`config.mk`:
```
export PLATFORM = sky130hd
export DESIGN_NAME = mc_ctrl
export DESIGN_NICKNAME = d
export VERILOG_FILES = /design/src/rtl/mc_ctrl.sv
export SDC_FILE = /design/constraint.sdc
export NUM_CORES = 1
export LEC_CHECK = 0
export ABC_AREA = 1
export BUFFER_PORTS_ARGS = -buffer_cell sky130_fd_sc_hd__buf_2
export CAP_MARGIN = 20
export CORE_UTILIZATION = 39
export DETAILED_ROUTE_END_ITERATION = 16
export PLACE_DENSITY = 0.77
export SLEW_MARGIN = 40
export SYNTH_ARGS = -nofsm -noshare
export SYNTH_HDL_FRONTEND = slang
export SYNTH_SLANG_ARGS = --single-unit
export TNS_END_PERCENT = 30
```
`constraint.sdc`:
```
create_clock -name clk -period 1.2 [get_ports clk]
set_input_delay 0.12 -clock clk [delete_from_list [all_inputs] [get_ports clk]]
set_output_delay 0.12 -clock clk [all_outputs]
set_load 0.05 [all_outputs]
```
`src/rtl/mc_ctrl.sv`:
```
// mc_ctrl: multi-cycle RISC-V control FSM driving datapath mux selects, write enables and memory handshake.
// Define MC_PERF_CNT_EN to add the cycle_cnt/instret_cnt performance counters.
module mc_ctrl #(
  parameter int WIDTH = 32
) (
  input  logic             clk,
  input  logic             rst_n,
  input  logic [6:0]       opcode,
  input  logic [2:0]       funct3,
  input  logic             zero,
  input  logic             mem_ready,
  output logic             mem_req,
  output logic             mem_we,
  output logic             adr_sel,
  output logic [1:0]       alu_a_sel,
  output logic [1:0]       alu_b_sel,
  output logic [2:0]       result_sel,
  output logic [1:0]       alu_op,
  output logic             pc_write,
  output logic             ir_write,
  output logic             reg_write,
  output logic             illegal,
  output logic [WIDTH-1:0] cycle_cnt,
  output logic [WIDTH-1:0] instret_cnt
);
  typedef enum logic [3:0] {
    FETCH, DECODE, MEMADR, MEMREAD, MEMWB, MEMWRITE,
    EXEC_R, EXEC_I, ALUWB, BRANCH, JAL, LUI, TRAP
  } state_t;
  typedef struct packed {
    logic       mem_req;
    logic       mem_we;
    logic       adr_sel;
    logic [1:0] a;
    logic [1:0] b;
    logic [2:0] res;
    logic [1:0] op;
    logic       reg_write;
  } ctl_t;
  state_t state_q, state_d;
  ctl_t   ctl_q, ctl_d;
  logic   illegal_q;
  always_comb begin
    state_d = state_q;
    case (state_q)
      FETCH:    state_d = mem_ready ? DECODE : FETCH;
      DECODE: begin
        case (opcode)
          7'b0110011:             state_d = EXEC_R;
          7'b0010011:             state_d = EXEC_I;
          7'b0000011, 7'b0100011: state_d = MEMADR;
          7'b1100011:             state_d = (funct3[2:1] == 2'b00) ? BRANCH : TRAP;
          7'b1101111:             state_d = JAL;
          7'b0110111:             state_d = LUI;
          default:                state_d = TRAP;
        endcase
      end
      MEMADR:   state_d = (opcode == 7'b0000011) ? MEMREAD : MEMWRITE;
      MEMREAD:  state_d = mem_ready ? MEMWB : MEMREAD;
      MEMWRITE: state_d = mem_ready ? FETCH : MEMWRITE;
      EXEC_R:   state_d = ALUWB;
      EXEC_I:   state_d = ALUWB;
      JAL:      state_d = ALUWB;
      MEMWB:    state_d = FETCH;
      ALUWB:    state_d = FETCH;
      BRANCH:   state_d = FETCH;
      LUI:      state_d = FETCH;
      TRAP:     state_d = TRAP;
      default:  state_d = FETCH;
    endcase
    if (!rst_n) state_d = FETCH;
  end
  // Moore controls are precomputed from the next state so they come straight out of flops.
  always_comb begin
    ctl_d = '0;
    case (state_d)
      FETCH:    begin ctl_d.mem_req = 1'b1; ctl_d.b = 2'd2; ctl_d.res = 3'd2; end
      DECODE:   begin ctl_d.a = 2'd1; ctl_d.b = 2'd1; end
      MEMADR:   begin ctl_d.a = 2'd2; ctl_d.b = 2'd1; end
      MEMREAD:  begin ctl_d.mem_req = 1'b1; ctl_d.adr_sel = 1'b1; end
      MEMWB:    begin ctl_d.res = 3'd1; ctl_d.reg_write = 1'b1; end
      MEMWRITE: begin ctl_d.mem_req = 1'b1; ctl_d.adr_sel = 1'b1; ctl_d.mem_we = 1'b1; end
      EXEC_R:   begin ctl_d.a = 2'd2; ctl_d.op = 2'b10; end
      EXEC_I:   begin ctl_d.a = 2'd2; ctl_d.b = 2'd1; ctl_d.op = 2'b10; end
      ALUWB:    ctl_d.reg_write = 1'b1;
      BRANCH:   begin ctl_d.a = 2'd2; ctl_d.op = 2'b01; end
      JAL:      begin ctl_d.a = 2'd1; ctl_d.b = 2'd2; end
      LUI:      begin ctl_d.res = 3'd3; ctl_d.reg_write = 1'b1; end
      default:  ctl_d = '0;
    endcase
  end
  always_ff @(posedge clk) begin
    state_q   <= state_d;
    ctl_q     <= ctl_d;
    illegal_q <= rst_n && (illegal_q || state_d == TRAP);
  end
  assign mem_req    = rst_n & ctl_q.mem_req;
  assign mem_we     = rst_n & ctl_q.mem_we;
  assign adr_sel    = rst_n & ctl_q.adr_sel;
  assign alu_a_sel  = rst_n ? ctl_q.a : 2'd0;
  assign alu_b_sel  = rst_n ? ctl_q.b : 2'd0;
  assign result_sel = rst_n ? ctl_q.res : 3'd0;
  assign alu_op     = rst_n ? ctl_q.op : 2'd0;
  assign reg_write  = rst_n & ctl_q.reg_write;
  assign ir_write   = rst_n && state_q == FETCH && mem_ready;
  assign pc_write   = rst_n && (state_q == FETCH  ? mem_ready :
                                state_q == BRANCH ? (zero ^ funct3[0]) :
                                state_q == JAL);
  assign illegal    = illegal_q;
`ifdef MC_PERF_CNT_EN
  logic [WIDTH-1:0] cycle_q, instret_q;
  logic             retire;
  assign retire = state_q == MEMWB || state_q == ALUWB || state_q == BRANCH ||
                  state_q == LUI || (state_q == MEMWRITE && mem_ready);
  always_ff @(posedge clk) begin
    if (!rst_n) begin
      cycle_q   <= '0;
      instret_q <= '0;
    end else if (state_q != TRAP) begin
      cycle_q   <= cycle_q + WIDTH'(1);
      instret_q <= instret_q + WIDTH'(retire);
    end
  end
  assign cycle_cnt   = cycle_q;
  assign instret_cnt = instret_q;
`else
  assign cycle_cnt   = '0;
  assign instret_cnt = '0;
`endif
endmodule

```
; Yosys cells after proc, flatten, opt, wreduce, memory -nomap -nowiden
; Cells that the tools add are included.
[word_totals]
out_inout_bits = 80
ff_bits = 18
inputBits = 14
elab_cells = 83
[op_classes]
bitwise = 5
n_eq_ne = 28
muxes = 22
n_reduce_logical = 18
[ops]
columns = op, n
row1 = $eq 4x4->1 const B, 8
row2 = $eq 4x3->1 const B, 7
row3 = $pmux 4 s7, 1
row4 = $pmux 4 s6, 1
row5 = $eq 7x6->1 const B, 3
row6 = $eq 4x2->1 const B, 4
row7 = $mux 3, 5
row8 = $eq 7x7->1 const B, 2
row9 = $pmux 2 s2, 3
row10 = $reduce_or 3->1, 4
row11 = $reduce_or 2->1, 5
row12 = $eq 4x1->1 const B, 2
row13 = $logic_not 4->1, 2
row14 = $eq 7x2->1 const B, 1
row15 = $eq 7x5->1 const B, 1
row16 = $mux 1, 7
row17 = $mux 2, 3
row18 = $pmux 2 s3, 1
row19 = $and 1x1->1, 4
row20 = $logic_and 1x1->1, 4
row21 = $mux 4, 1
row22 = $reduce_or 4->1, 1
row23 = $logic_not 2->1, 1
row24 = $logic_or 1x1->1, 1
row25 = $xor 1x1->1, 1

; Depth between registers and ports, before layout
[logic_depth]
word_depth = 8
mapped_depth = 12
ltp_nobuf = 12

; Worst setup path after synthesis
; No wires, ideal clock.
[synth_path]
path_type = reg2reg
from = reg state_q[2]
to = reg ctl_q[6] (netlist name)
path_stages_with_launch = 6
setup_time_ns = 0.064
synth_period_minus_slack_ns = 1.559
t_required_ns = 1.136
arrival_time_ns = 1.495
n_path_buf = 0
setup_slack_ns = -0.359
cell_sequence = dfxtp_1 -> nor2_2 -> nand3_1 -> nor2_1 -> inv_1 -> nand3_1
[synth_lines]
columns = item, line
row1 = "start, declared", 40  ; state_t state_q, state_d;
row2 = "start signal, assigned", 93  ; state_q <= state_d;
row3 = "end signal, assigned", 94  ; ctl_q <= ctl_d;
row4 = "end, declared", 41  ; ctl_t ctl_q, ctl_d;

; Final worst setup path
[layout_path]
from = reg state_q[0]
to = out ir_write
[layout_via]
elab_chain_cells = 3
[layout_rtl]
columns = item, line
row1 = $logic_not 4->1, 105  ; assign ir_write = rst_n && state_q == FETCH && mem_ready;
row2 = $logic_and 1x1->1 (2 in a row), 105
row3 = "end, declared", 20  ; output logic ir_write,
; Every way passes these cells.

==> results.sh <==
export IMPL_yosysSeqAreaShare_pct=22.9
export IMPL_cts_htree_levels=1
export IMPL_wl_um=2480
export IMPL_ctsRootBufferMaster="clkbuf_8"
export IMPL_areaGrowthSynthToFinish_pct=18.5
export IMPL_cts_hold_buffers=0
export IMPL_gp_congestion=0.830
export IMPL_clock_sinks=17
export IMPL_final_cell_count_no_fill=316
export IMPL_io_pins=94
export IMPL_worstPathRequired_ns=1.08
export IMPL_die_area_sq_mm=0.00406
export IMPL_p_switching_uw=921
export IMPL_nFillCells=362
export IMPL_crit_path_max_fanout=7
export IMPL_die_w_um=63.7
export IMPL_violations="setup timing"
export IMPL_dr_pass1_iters=4
export IMPL_dp_cells=308
export IMPL_netlist_area_leader_share_pct=32.9
export IMPL_synth_cell_types=23
export IMPL_final_nets=283
export IMPL_yosysTopAreaCell="buf_4"
export IMPL_start_util_pct=40.5
export IMPL_synth_seq_cells=17
export IMPL_overflow=0
export IMPL_cp_start_kind="register"
export IMPL_avgViaCountPerCell=4.01
export IMPL_fin_tns_setup_ns=-2.71
export IMPL_first_global_vias=1027
export IMPL_hold_ws_ns=0.285
export IMPL_drc=0
export IMPL_postRouteAntennaNets=0
export IMPL_utilization_pct=48.0
export IMPL_layout_commonest_cell="conb_1"
export IMPL_cap_violations=0
export IMPL_grtUsageTotal_pct=13.0
export IMPL_yosys_most_used_dff="dfxtp_1"
export IMPL_power_density_mw_per_mm2=1070
export IMPL_synth_async_reset_ratio_pct=0
export IMPL_rows=22
export IMPL_clock_path_buffers=2
export IMPL_path_class="reg2out"
export IMPL_swShare_pct=48.9
export IMPL_leakage_uw=0.00110
export IMPL_netlist_instances=226
export IMPL_grt_pass1_wl_um=4220
export IMPL_clock_latency_ns=0.24
export IMPL_drive_gt1_share_pct=34.0
export IMPL_power_frac_comb_pct=45.0
export IMPL_rsz0062_at_grt="true"
export IMPL_num_vias=1267
export IMPL_reg2reg_slack_ns=-0.21
export IMPL_port_buffers=28
export IMPL_p_seq_share_pct=32.8
export IMPL_synth_enable_flop_cells=0
export IMPL_cp_arrival_ns=1.29
export IMPL_wl_per_cell_um=7.85
export IMPL_period_minus_slack_ns=1.41
export IMPL_preCtsSetupSlack_ns=-0.202
export IMPL_grt_max_degree=13
export IMPL_setup_violations=16
export IMPL_cts_tree="built"
export IMPL_core_region_area_sq_mm=0.00366
export IMPL_finalHoldViolations=0
export IMPL_clkSlewWorstSetupHoldPaths_ns=0.07
export IMPL_final_cell_mix="65 x conb_1, 36 x nand2_1, 28 x inv_1"
export IMPL_synth_area_sq_mm=0.00148
export IMPL_cts_buffers=3
export IMPL_ys_top_cells_by_area="buf_4 33%, dfxtp_1 23%, nand2_1 11%"
export IMPL_vdd_drop_max_mv=0.428
export IMPL_setup_ws_ns=-0.211
export IMPL_synth_warnings=0
export IMPL_critPathCaptureType="primary output"
export IMPL_post_dp_hpwl_um=1960
export IMPL_p_int_uw=962
export IMPL_drt_iter0_markers=46
export IMPL_n_antenna_cell=0
export IMPL_fin_crit_sh_pct=118
export IMPL_hp_class="in2reg"
export IMPL_dieHeight_um=63.7
export IMPL_slew_viol_final=0
export IMPL_pwr_share_clk_pct=22.1
export IMPL_fmax_mhz=709
export IMPL_run_status="complete, but fails checks"
export IMPL_antenna_found_initial=0
export IMPL_finalClockSkew_ns=0.00254
export IMPL_syn_avg_cell_area_sq_um=6.57
==> layer usage <==
metal / track usage [%] / vias up / wire length [um]
met3: 2.17 / 4 / 153
li1: - / 645 / -
met4: 4.83 / 0 / 25
met1: 15.5 / 548 / 1060
met5: 0 / - / 0
met2: 23.0 / 70 / 1250
==> path summary, 6_finish.rpt <==
kind / from / end / cells after the start
worst max register to register: state_q[2]$_DFF_P_ / ctl_q[9]$_DFF_P_ / 9
worst min register to register: illegal$_DFF_P_ / illegal$_DFF_P_ / 2
worst max-delay path: state_q[0]$_DFF_P_ / ir_write / 5
worst min-delay path: rst_n / illegal$_DFF_P_ / 3
==> cells in the mapped netlist, types with 2 or more instances <==
master and count:
nand4_1 5, buf_4 65, dfxtp_1 17, nand2_2 5, inv_1 33, nand2_1 42
nor2_2 4, nand3_1 22, nor2_4 2, nor2_1 17, a21oi_1 2
==> power by group through the flow <==
stage | registers, uW | logic [uW] | clock network [uW]
final | 618 | 848 | 417
after global routing | 623 | 895 | 450
after CTS | 617 | 843 | 414
after detailed placement | 632 | 797 | 0
after global placement | 632 | 791 | 0
after floorplan | 630 | 867 | 0
==> critical path, stage by stage, from the launching register on <==
cell,delay [ns]
dfxtp_4,0.37
nor2_2,0.15
nand3_2,0.11
buf_4,0.15
nor2_4,0.09
buf_6,0.16
==> stage by stage <==
step	power (uW)	instance area (sq um)
finish	1880	1760
global route	1970	1760
CTS	1870	1760
detailed placement	1430	1570
global placement	1420	1570
floorplan	1500	1800
==> registers in the layout, summed over array words and instances (netlist names) <==
name	flops
ctl_q	12
illegal	1
state_q	4
==> final cells by class <==
cell class / instances / area (sq um) / share of cell area, %
Clock buffer: 3 / 41.3 / 2.35
Clock inverter: 1 / 5.00 / 0.285
Inverter: 33 / 129 / 7.33
Multi-Input combinational cell: 174 / 917 / 52.2
Sequential cell: 17 / 355 / 20.2
Tap cell: 48 / 60.1 / 3.42
Timing Repair Buffer: 40 / 250 / 14.2
==> logic make-up (layout without fill, tap and decap cells) <==
family / Yosys count / count (layout) / share of synthesized area [%]
buffers and inverters: 100 / 77 / 41.8
xor gates and xnor gates: 1 / 1 / 0.590
AOI/OAI and AO/OA: 6 / 6 / 2.44
and+or+nand+nor: 101 / 102 / 32.0
other: 1 / 65 / 0.253
DFF: 17 / 17 / 22.9
==> what timing repair did <==
item                       in CTS  in global routing
gates resized for setup        34                  0
pin swaps                      15                  1
buffers inserted                3                  0
cloned                          1                  0
setup endpoints to repair      16                 19
No activity file was read; power rests on OpenSTA's default activity.
